`src/rtl/stream_mux_arb_pkg.sv`:
```
// Shared constants for the stream_mux_arb block: mode encodings and the
// width/saturation value of the optional per-channel transfer counters.
package stream_mux_arb_pkg;

  localparam logic MODE_FIXED = 1'b0;
  localparam logic MODE_RR    = 1'b1;

  localparam int              CNT_W   = 16;
  localparam logic [CNT_W-1:0] CNT_SAT = 16'hFFFF;

endpackage

```
`src/rtl/stream_mux_arb_rr_arbiter.sv`:
```
// Combinational grant logic for stream_mux_arb.
// Fixed mode grants select when that channel requests; selects beyond the
// instantiated channels see a zero request and never grant.
// Round-robin mode grants the first requester after the previous winner,
// wrapping around the channel range.
module stream_mux_arb_rr_arbiter
  import stream_mux_arb_pkg::*;
#(
  parameter int CHANNELS = 4,
  parameter int SEL_W    = 2
) (
  input  logic [CHANNELS-1:0] i_req,
  input  logic [SEL_W-1:0]    i_last,
  input  logic                i_mode,
  input  logic [SEL_W-1:0]    i_select,
  output logic [SEL_W-1:0]    o_grant,
  output logic                o_grant_valid
);

  logic [(2**SEL_W)-1:0] w_req_ext;
  logic [SEL_W-1:0]      w_cand_hi;
  logic [SEL_W-1:0]      w_cand_lo;
  logic                  w_hi_valid;
  logic                  w_lo_valid;

  // Zero-extend requests to the full select range so any select value indexes safely.
  always_comb begin
    w_req_ext                 = '0;
    w_req_ext[CHANNELS-1:0]   = i_req;
  end

  // Lowest requester above the last winner, and lowest at-or-below it (wrap case).
  always_comb begin
    w_cand_hi  = '0;
    w_cand_lo  = '0;
    w_hi_valid = 1'b0;
    w_lo_valid = 1'b0;
    for (int k = CHANNELS - 1; k >= 0; k--) begin
      if (i_req[k]) begin
        if (k > int'(i_last)) begin
          w_cand_hi  = SEL_W'(k);
          w_hi_valid = 1'b1;
        end else begin
          w_cand_lo  = SEL_W'(k);
          w_lo_valid = 1'b1;
        end
      end
    end
  end

  // Final grant selection per mode.
  always_comb begin
    o_grant       = '0;
    o_grant_valid = 1'b0;
    if (i_mode == MODE_RR) begin
      o_grant_valid = w_hi_valid | w_lo_valid;
      o_grant       = w_hi_valid ? w_cand_hi : w_cand_lo;
    end else begin
      o_grant_valid = w_req_ext[i_select];
      o_grant       = i_select;
    end
  end

endmodule

```
`src/rtl/stream_mux_arb.sv`:
```
// N-to-1 valid/ready stream selector with one registered output stage.
// Fixed-select or round-robin arbitration; the round-robin pointer only
// advances on round-robin transfers and survives mode changes.
// Optional per-channel saturating transfer counters: STREAM_MUX_COUNT_EN.
module stream_mux_arb
  import stream_mux_arb_pkg::*;
#(
  parameter int WIDTH    = 32,
  parameter int CHANNELS = 4,
  parameter int SEL_W    = 2
) (
  input  logic                      clk_i,
  input  logic                      rst_i,
  input  logic                      mode_i,
  input  logic [SEL_W-1:0]          select_i,
  input  logic [CHANNELS-1:0]       in_valid_i,
  input  logic [CHANNELS*WIDTH-1:0] in_data_i,
  output logic [CHANNELS-1:0]       in_ready_o,
  output logic                      out_valid_o,
  output logic [WIDTH-1:0]          out_data_o,
  output logic [SEL_W-1:0]          out_chan_o,
  input  logic                      out_ready_i
`ifdef STREAM_MUX_COUNT_EN
  ,
  output logic [CHANNELS*CNT_W-1:0] xfer_cnt_o
`endif
);

  logic              r_valid;
  logic [WIDTH-1:0]  r_data;
  logic [SEL_W-1:0]  r_chan;
  logic [SEL_W-1:0]  r_last;

  logic              w_load;
  logic              w_xfer;
  logic [SEL_W-1:0]  w_grant;
  logic              w_grant_valid;
  logic [WIDTH-1:0]  w_grant_data;

  stream_mux_arb_rr_arbiter #(
    .CHANNELS (CHANNELS),
    .SEL_W    (SEL_W)
  ) u_arb (
    .i_req         (in_valid_i),
    .i_last        (r_last),
    .i_mode        (mode_i),
    .i_select      (select_i),
    .o_grant       (w_grant),
    .o_grant_valid (w_grant_valid)
  );

  // Output register may take a new word when empty or being drained this cycle.
  assign w_load = ~r_valid | out_ready_i;
  // Reset suppresses handshakes so no upstream word is lost to a discarded load.
  assign w_xfer = w_grant_valid & w_load & ~rst_i;

  genvar gi;
  generate
    for (gi = 0; gi < CHANNELS; gi++) begin : g_ready
      assign in_ready_o[gi] = w_xfer & (w_grant == SEL_W'(gi));
    end
  endgenerate

  // Data of the granted channel.
  always_comb begin
    w_grant_data = '0;
    for (int k = 0; k < CHANNELS; k++) begin
      if (w_grant == SEL_W'(k)) begin
        w_grant_data = in_data_i[k*WIDTH +: WIDTH];
      end
    end
  end

  // Output stage and round-robin pointer.
  always_ff @(posedge clk_i) begin
    if (rst_i) begin
      r_valid <= 1'b0;
      r_data  <= '0;
      r_chan  <= '0;
      r_last  <= SEL_W'(CHANNELS - 1);
    end else if (w_load) begin
      if (w_grant_valid) begin
        r_valid <= 1'b1;
        r_data  <= w_grant_data;
        r_chan  <= w_grant;
        if (mode_i == MODE_RR) begin
          r_last <= w_grant;
        end
      end else begin
        r_valid <= 1'b0;
      end
    end
  end

  assign out_valid_o = r_valid;
  assign out_data_o  = r_data;
  assign out_chan_o  = r_chan;

`ifdef STREAM_MUX_COUNT_EN
  generate
    for (gi = 0; gi < CHANNELS; gi++) begin : g_cnt
      logic [CNT_W-1:0] r_cnt;

      // Saturating count of accepted words on this channel.
      always_ff @(posedge clk_i) begin
        if (rst_i) begin
          r_cnt <= '0;
        end else if (in_ready_o[gi] && in_valid_i[gi] && (r_cnt != CNT_SAT)) begin
          r_cnt <= r_cnt + CNT_W'(1);
        end
      end

      assign xfer_cnt_o[gi*CNT_W +: CNT_W] = r_cnt;
    end
  endgenerate
`endif

endmodule

```
`config.mk`:
```
export PLATFORM = sky130hd
export DESIGN_NAME = stream_mux_arb
export DESIGN_NICKNAME = d
export VERILOG_FILES = /design/src/rtl/stream_mux_arb_pkg.sv /design/src/rtl/stream_mux_arb_rr_arbiter.sv /design/src/rtl/stream_mux_arb.sv
export SDC_FILE = /design/constraint.sdc
export NUM_CORES = 1
export LEC_CHECK = 0
export BUFFER_PORTS_ARGS = -buffer_cell sky130_fd_sc_hd__buf_2
export CAP_MARGIN = 25
export CORE_MARGIN = 2
export CORE_UTILIZATION = 42
export DETAILED_ROUTE_END_ITERATION = 8
export GPL_TIMING_DRIVEN = 0
export PLACE_DENSITY = 0.9
export SYNTH_ARGS = -nofsm -noshare
export SYNTH_HDL_FRONTEND = slang
export SYNTH_HIERARCHICAL = 1
export SYNTH_SLANG_ARGS = --single-unit
```
`constraint.sdc`:
```
create_clock -name clk_i -period 4.5 [get_ports clk_i]
set_clock_uncertainty 0.15 [all_clocks]
set_input_delay 0.675 -clock clk_i [delete_from_list [all_inputs] [get_ports clk_i]]
set_output_delay 0.675 -clock clk_i [all_outputs]
set_load 0.005 [all_outputs]
```
# After elaboration in Yosys (flattened, before gate mapping)
# Cells that the tools add are included.
# Widths: inputs -> output; s select.
# totals
reg_bits,37
latch_bits,0
ramBits,0
mem_bits_ro,0
inputBits,138
output_inout_bits,39
elab_cells,60
n_memories,0
# classes
addsub,0
mul,0
div_mod_pow,0
n_lt_le_gt_ge,4
eq_ne,3
shifts,0
n_mux,36
bitwise_logic,10
n_reduce_logical,3
# op_table
operator,n
$mux 32,4
$mux 2,15
$mux 1,16
$and 1x1->1,6
$eq 2x2->1 const B,2
$gt 2x2->1 const A,2
$lt 2x3->1 const B,1
$reduce_and 3->1,1
$bmux 1 s2,1
$eq 2x1->1 const B,1
$gt 1x2->1 const A,1
$logic_not 2->1,1
$not 1->1,2
$or 1x1->1,2
$reduce_and 2->1,1

# Depth between registers and ports, before layout
# Gate-level depths: netlist of the first run.
# logic_depth
depth_word,15
ltp_mapped,8
depth_no_buf,7

# Cells and area by module
# The synthesis of the first run kept the hierarchy.
# by_module_without_submodules
module,instances,cells_each,area_each_um2,seq_area_each_um2
stream_mux_arb,1,138,1988.2,740.7
stream_mux_arb_rr_arbiter,1,26,161.4,0.0

# Least setup slack after synthesis of the first run
# No wires, ideal clock.
# synth_timing
path_kind,input-to-output
startpoint,input port mode_i
endpoint,output port in_ready_o[1]
arrival_time_ps,2049
required_ps,3675
setup_slack_ps,1626
stages,7
n_path_buf,1
cell_sequence,clkbuf_1 -> a211oi_1 -> a31oi_1 -> o22a_1 -> inv_1 -> or3_1 -> nor3b_1
# synth_via
elab_chain_cells,4
# synth_lines
element,line_no,text
from (decl),stream_mux_arb.sv:14,"input logic mode_i,"
$mux 1,stream_mux_arb_rr_arbiter.sv:55,if (i_mode == MODE_RR) begin
net w_grant_valid,stream_mux_arb.sv:37,logic w_grant_valid;
$and 1x1->1 (2 in series),stream_mux_arb.sv:55,assign w_xfer = w_grant_valid & w_load & ~rst_i;
$and 1x1->1,stream_mux_arb.sv:60,assign in_ready_o[gi] = w_xfer & (w_grant == SEL_W'(gi));
to (decl),stream_mux_arb.sv:18,"output logic [CHANNELS-1:0] in_ready_o,"
# The timed path passes the listed nets, and every way through them passes these cells.

# Final worst setup path of the first run
# layout_timing
startpoint,input port mode_i
endpoint,output port in_ready_o[2]
# Same word-level chain as after synthesis.

==> results.md, run 1 <==
* Crit path launch type: primary input
* Core Area at roughly 5000 um^2
* Synth Cell Area at 2150 um^2
* Final Power at 0.000957 W
* Synth area leader: dfxtp_1
* Worst-Margin Slew at 0.634 ns
* # setup viols final at 0
* Yosys warns at 6
* Dpl hpwl at ~5600 um
* Average size of a mapped cell at 13.1 um^2
* Final Slew Violations at 0
* Worst rel slew slack at just under 60%
* Global Route Usage Sum at a little under a quarter
* Yosys top cell area share at between 30 and 40%
* Antenna violations before repair at 0
* # DRC at 0
* Critical path type: in -> out
* Crit. End Element: primary output
* Share of layout cells above drive strength 1 at 65.9%
* Sw frac at around 28%
* # Max-Cap Violations at 0
* Setup bufs post-CTS at 0
* Sequential fraction of the synthesis area at between 30% and 40%
* Most frequent cells in the layout: buf_2 (184), dfxtp_1 (37), mux4_2 (32), a22o_1 (32), a21oi_1 (7)
* Die Area at approximately 5700 um^2
* Fmax at slightly above 300 MHz
* Die Ht at 75.5 um
* Vias in the first global route at around 2,200
* TritonCTS clock tree: yes
* R2R Setup Slk at around 2 ns
* RSZ-0062 raised after global routing: false
* Worst r2r src: r_last[1]$_SDFFE_PP1P_
* Post_cts resized at 0
* Final Wtd Congestion at 0.753
* DRT iter0 DRCs at 98
* Worst-path clk slew at 0.08 ns
* Initial Utilization at 42.9%
* GRT overflow at 0
* CP Data Arrival Time at 2.46 ns
* Crit path required time at 3.67 ns
* TritonRoute pass-1 iters at 4
* First-pass GRT wire length at roughly 10,000 um
* Pwr Density at between 200 and 300 nW/um^2
* Final core utilization at 63.9%
* Int Power at just under 0.0007 W
* Clk_lat worst skew at between 0.2 and 0.3 ns
* Row count at 26
* Critical Path Start: mode_i
* P_sw at roughly 0.00027 W
* Post-CTS Hold Buffers at 0
* N_diodes at 0
* Crit share post-route at 73.0%
* Htree depth at 2
* Post-Syn Nets at approximately 300
* Largest net degree at the start of global routing at 12
* Vias per inst at 5.51
* Fillers at 425
* Total clock sinks at 37
* Final ANT Viol Nets at 0
* Via Count at about 2,300
* Area Growth Syn to Fin at 49.0%
* #FFs+latches synth at 37
* Worst Path Max Fanout at 8
* Total wire length at roughly 7000 um
* CTS buffer count at 5
* Final Critical Period at approximately 3.3 ns
* Reg power frac at 40.9%
* Leakage at around 1.6 nW
* Leading cell type in the layout, fill and taps excluded: buf_2
* Port bufs at about 180
* Final-report hold violation count at 0
* Nets at ~480
* Number of distinct library cells after synthesis at 34
* Clock root cell: clkbuf_8
* Clock power frac at roughly a quarter
* I/O pin count at ~180
* Setup crit end: in_ready_o[2]
* Clock Tree Buf Depth at 2
* Status: finished, final reports clean
* VDD IR max at 0.000172 V
* Reg-to-Reg End: out_data_o[3]$_SDFFE_PP0P_
* Setup_tns at 0 ns
* Per-cell routed wire length at 16.8 um
* Top area cells in the synthesized netlist: dfxtp_1 (34%), mux4_2 (34%), a22o_1 (13%), buf_2 (2.1%), buf_12 (1.9%)
* Reg2Reg Depth at 8
* Worst hold-check path type: reg -> reg
* Syn Inst Count at ~160
* Logic pwr share at roughly 34%
* Chip width at around 76 um
## worst min path at each step
stage	startpoint	end	slack (ns)	cells after the start
2_1_floorplan	out_data_o[10]$_SDFFE_PP0P_	out_data_o[10]$_SDFFE_PP0P_	0.32	1
3_3_place_gp	out_data_o[10]$_SDFFE_PP0P_	out_data_o[10]$_SDFFE_PP0P_	0.31	1
3_5_place_dp	out_data_o[5]$_SDFFE_PP0P_	out_data_o[5]$_SDFFE_PP0P_	0.31	1
4_1_cts	out_chan_o[0]$_SDFFE_PP0P_	out_chan_o[0]$_SDFFE_PP0P_	0.33	2
5_1_grt	out_data_o[17]$_SDFFE_PP0P_	out_data_o[17]$_SDFFE_PP0P_	0.34	1
6_report	out_chan_o[0]$_SDFFE_PP0P_	out_chan_o[0]$_SDFFE_PP0P_	0.32	2
## final cells by class
| class | count | area (um^2) | area share, % |
|---|---|---|---|
| plain buffers | 16 | 111 | 3.48 |
| clock buffers | 6 | 82.6 | 2.58 |
| clock inverters | 1 | 7.51 | 0.234 |
| inverters | 3 | 11.3 | 0.352 |
| multi-input cells | 108 | 1290 | 40.2 |
| flip-flops and latches | 37 | 741 | 23.1 |
| well taps | 70 | 87.6 | 2.73 |
| repair buffers | 175 | 876 | 27.3 |
## cell families (layout without fill, tap and decap cells)
group / after synthesis / count (layout) / share of synthesized area (%)
compound gates: 52 / 52 / 19.2
simple gates: 22 / 22 / 6.11
mux: 34 / 34 / 34.5
flops: 37 / 37 / 34.5
buf+inv: 19 / 201 / 5.70
## sequential cells by signal, summed over array words and instances (netlist names)
| signal | cells |
|---|---|
| out_chan_o | 2 |
| out_data_o | 32 |
| out_valid_o | 1 |
| r_last | 2 |
## per-stage QoR
stage | std cells | hold slack [ns] | cell area (um^2) | setup slack [ns]
after floorplan | 164 | 0.316 | 2150 | 1.63
after global placement | 409 | 0.307 | 3110 | 1.29
after detailed placement | 409 | 0.310 | 3110 | 1.23
after CTS | 416 | 0.328 | 3200 | 1.22
after global routing | 416 | 0.342 | 3200 | 0.935
final | 416 | 0.324 | 3200 | 1.21
## power groups by stage
| stage | registers (W) | logic (W) | clock network (W) |
|---|---|---|---|
| global placement | 0.000396 | 0.000317 | 0 |
| finish | 0.000391 | 0.000329 | 0.000236 |
| floorplan | 0.000401 | 0.000189 | 0 |
| global route | 0.000396 | 0.000357 | 0.000256 |
| CTS | 0.000391 | 0.000330 | 0.000241 |
| detailed placement | 0.000398 | 0.000329 | 0 |
## worst max-delay path: stages
cell and delay [ns]:
buf_2 0.11, clkbuf_1 0.25, a211oi_1 0.08, a31oi_1 0.16, o22a_1 0.29, inv_1 0.13
or3_1 0.43, nor3b_1 0.20, buf_2 0.14
## cells in the mapped netlist
master	count
o21bai_1	1
buf_2	9
a21oi_1	7
buf_12	2
o32a_1	1
inv_1	3
and3_1	1
a22o_1	32
nand3_1	4
clkbuf_1	3
nor2_1	2
dfxtp_1	37
buf_1	1
nand2_1	2
a31oi_1	1
a311oi_1	1
nand4_1	1
o2111ai_1	1
nor3_1	2
or3_1	1
a211o_1	2
mux4_2	32
a211oi_1	1
nor3b_1	2
o22a_1	1
and4_1	2
mux2i_1	1
nor2b_1	1
mux2_2	1
nor3_2	1
o31ai_1	1
buf_6	1
o21ai_0	3
nand2b_1	3
## metal layers
metal / up-vias / global-route usage (%) / routed length (um)
met4: 0 / 7.21 / 84
met2: 122 / 43.2 / 3750
met1: 1102 / 27.4 / 2670
li1: 1053 / - / -
met5: - / 0 / 0
met3: 14 / 4.89 / 495
No activity file was read; power rests on OpenSTA's default activity.
==> inputs of run 2 (changes only) <==
--- a/config.mk
+++ b/config.mk
@@ -8,10 +8,10 @@
 export BUFFER_PORTS_ARGS = -buffer_cell sky130_fd_sc_hd__buf_2
 export CAP_MARGIN = 25
 export CORE_MARGIN = 2
-export CORE_UTILIZATION = 42
+export CORE_UTILIZATION = 39
 export DETAILED_ROUTE_END_ITERATION = 8
 export GPL_TIMING_DRIVEN = 0
-export PLACE_DENSITY = 0.9
+export PLACE_DENSITY = 0.85
 export SYNTH_ARGS = -nofsm -noshare
 export SYNTH_HDL_FRONTEND = slang
 export SYNTH_HIERARCHICAL = 1
==> constraint.sdc (replaced) <==
create_clock -name clk_i -period 3.25 [get_ports clk_i]
set_clock_uncertainty 0.15 [all_clocks]
set_input_delay 0.4875 -clock clk_i [delete_from_list [all_inputs] [get_ports clk_i]]
set_output_delay 0.4875 -clock clk_i [all_outputs]
set_load 0.005 [all_outputs]
==> run 2 against run 1 <==
  * Setup slack got worse by 0.88 ns
  * Largest cell class unchanged
  * Die area increased by 7.3%
  * Clock power increased by 72%
  * Worst hold slack better by 0.0042 ns
==> results.md, run 2 (same netlist as run 1, synthesis figures left out) <==
* Status: finished, final reports clean (unchanged)
* # DRC at 0 (unchanged)
* CTS buffer count at 5 (unchanged)
* Crit. End Element: primary output (unchanged)
* Leakage at 1.60 nW (was 1.58 nW)
* Setup crit end: in_ready_o[1] (was in_ready_o[2])
* # Max-Cap Violations at 0 (unchanged)
* GRT overflow at 0 (unchanged)
* Max stage delay on crit path at 0.43 ns (about the same)
* Most frequent cells in the layout: buf_2 (184), dfxtp_1 (37), mux4_2 (32), a22o_1 (32), a21oi_1 (7) (unchanged)
* Antenna violations before repair at 0 (unchanged)
* Chip width at 78.2 um (was 75.5 um)
* N_diodes at 0 (unchanged)
* Logic pwr share at 32.3% (was 34.4%)
* Share of layout cells above drive strength 1 at 65.7% (was 65.9%)
* Worst hold-check path type: reg -> reg (unchanged)
* Reg2Reg Depth at 8 (unchanged)
* Reg power frac at 38.6% (was 40.9%)
* Per-cell routed wire length at 16.5 um (was 16.8 um)
* Max reg flops at 32 (unchanged)
* Htree depth at 2 (unchanged)
* RSZ-0062 raised after global routing: false (unchanged)
* Final Critical Period at about 2.9 ns
* DRT iter0 DRCs at 67 (was 98)
* Die Ht at 78.2 um (was 75.5 um)
* Met1 global-route usage at 26.8% (was 27.4%)
* Fmax at 343 MHz
* Met2 usage at 40.9% (was 43.2%)
* Via Count at 2,277 (was 2,291)
* Nets at 484 (unchanged)
* Sw frac at 26.6% (was 28.5%)
* Pwr Density at 434 nW/um^2 (was 299 nW/um^2)
* Crit-path most repeated cell: buf_2 (unchanged)
* GR peak layer: met2 (unchanged)
* Crit share post-route at about nine tenths
* Critical path type: in -> out (unchanged)
* Worst rel slew slack at 54.6% (was 57.7%)
* Largest net degree at the start of global routing at 12 (unchanged)
* Clock root cell: clkbuf_8 (unchanged)
* Worst Path Max Fanout at 8 (unchanged)
* Vias per inst at 5.43 (was 5.51)
* Total clock sinks at 37 (unchanged)
* Crit path launch type: primary input (unchanged)
* Vias in the first global route at 2,340 (was 2,235)
* TritonRoute pass-1 iters at 4 (unchanged)
* Area Growth Syn to Fin at 50.3% (was 49.0%)
* TritonCTS clock tree: yes (unchanged)
* Hold Crit Start: out_data_o[17]$_SDFFE_PP0P_ (was out_chan_o[0]$_SDFFE_PP0P_)
* Worst-path clk slew at 0.07 ns (was 0.08 ns)
* Clock power frac at 29.0% (was 24.6%)
* Initial Utilization at 39.8% (was 42.9%)
* Final instance area at 3230 um^2 (was 3200 um^2)
* Dpl hpwl at 5580 um (was 5620 um)
* Reg-to-Reg End: out_data_o[0]$_SDFFE_PP0P_ (was out_data_o[3]$_SDFFE_PP0P_)
* Post-CTS Hold Buffers at 0 (unchanged)
* First-pass GRT wire length at 10,800 um (was 10,200 um)
* Setup bufs post-CTS at 0 (unchanged)
* # setup viols final at 0 (unchanged)
* VDD IR max at 0.000215 V (was 0.000172 V)
* Final-report hold violation count at 0 (unchanged)
* Clock Tree Buf Depth at 2 (unchanged)
* Met3 track demand over resource at 3.91% (was 4.89%)
* Core Area at 5410 um^2 (was 5010 um^2)
* Setup_tns at 0 ns (unchanged)
* Die Area at 6120 um^2 (was 5710 um^2)
* P_sw at 0.000373 W (was 0.000273 W)
* Final Slew Violations at 0 (unchanged)
* I/O pin count at 177 (unchanged)
* Slowest cell on crit path: or3_1 (unchanged)
* Row count at 27 (was 26)
* Int Power at 0.00103 W (was 0.000684 W)
* Fillers at 496 (was 425)
* Final Wtd Congestion at 0.741 (was 0.753)
* Port bufs at 175 (unchanged)
* Total wire length at 6910 um (was 7000 um)
* Clk_lat worst skew at 0.28 ns (about the same)
* Worst r2r src: r_last[1]$_SDFFE_PP1P_ (unchanged)
* Worst-Margin Slew at 0.681 ns (was 0.634 ns)
* Post_cts resized at 0 (unchanged)
* Final ANT Viol Nets at 0 (unchanged)
* Placed Area at 3120 um^2 (was 3110 um^2)
* Leading cell type in the layout, fill and taps excluded: buf_2 (unchanged)
* Hold depth at 1 (was 2)
* Global Route Usage Sum at 22.3% (was 23.5%)
* Cells along the critical path: buf_2 -> clkbuf_1 -> a211oi_1 -> a31oi_1 -> o22a_1 -> inv_1 -> or3_1 -> nor3b_1 -> buf_2 (unchanged)
* Critical Path Start: mode_i (unchanged)
* Crit path required time at 2.61 ns (was 3.67 ns)
* CP Data Arrival Time at 2.28 ns (was 2.46 ns)
* Final hold slack at 0.328 ns (was 0.324 ns)
* R2R Setup Slk at 0.72 ns (was 1.99 ns)
[run 2: cell count changes in the layout (fill, tap and decap cells not counted), sizes merged]
cell and delta:
clkbuf +1, bufinv +1, clkinvlp -1
[run 2: worst min path at each step]
| stage | endpoint |
|---|---|
| 3_5_place_dp | out_data_o[27]$_SDFFE_PP0P_ |
| 4_1_cts | out_data_o[5]$_SDFFE_PP0P_ |
| 3_3_place_gp | out_data_o[10]$_SDFFE_PP0P_ |
| 5_1_grt | out_data_o[28]$_SDFFE_PP0P_ |
| 2_1_floorplan | out_data_o[10]$_SDFFE_PP0P_ |
| 6_report | out_data_o[17]$_SDFFE_PP0P_ |
[run 2: worst max-delay path, delay by kind of cell]
| family | cells | cell delay [ns] |
|---|---|---|
| AND/OR/NAND/NOR | 2 | 0.62 |
| AO/OA/AOI/OAI | 3 | 0.52 |
| buffers and inverters | 4 | 0.65 |
[run 2: per-layer routing]
layer	vias up	routed length, um	part of all wire (%)
li1	1052	-	-
met1	1121	2680	39
met2	96	3750	54
met3	8	431	6.2
met4	0	53	0.77
met5	-	0	0
[run 2: power by group through the flow]
stage	sequential, W	combinational [W]	clock [W]
final	0.000542	0.000453	0.000407
after CTS	0.000541	0.000457	0.000416
after floorplan	0.000555	0.000262	0
after detailed placement	0.000551	0.000456	0
after global routing	0.000548	0.000492	0.000437
after global placement	0.000549	0.000441	0
[run 2: final cells by class]
type,count,area (um^2),area share (%)
clock buffers,7,86.3,2.67
plain buffers,16,111,3.45
flip-flops and latches,37,741,22.9
repair buffers,175,876,27.1
well taps,72,90.1,2.79
multi-input cells,108,1290,39.8
inverters,3,11.3,0.348
clock inverters,1,30.0,0.929
[run 2: stage by stage]
| stage | setup WS [ns] | utilization [%] | std cells | power, W |
|---|---|---|---|---|
| floorplan | 0.751 | - | 164 | 0.000817 |
| global placement | 0.389 | 57.6 | 411 | 0.000990 |
| detailed placement | 0.373 | 57.6 | 411 | 0.00101 |
| CTS | 0.360 | 59.8 | 419 | 0.00141 |
| global route | 0.154 | 59.8 | 419 | 0.00148 |
| finish | 0.332 | 59.8 | 419 | 0.00140 |
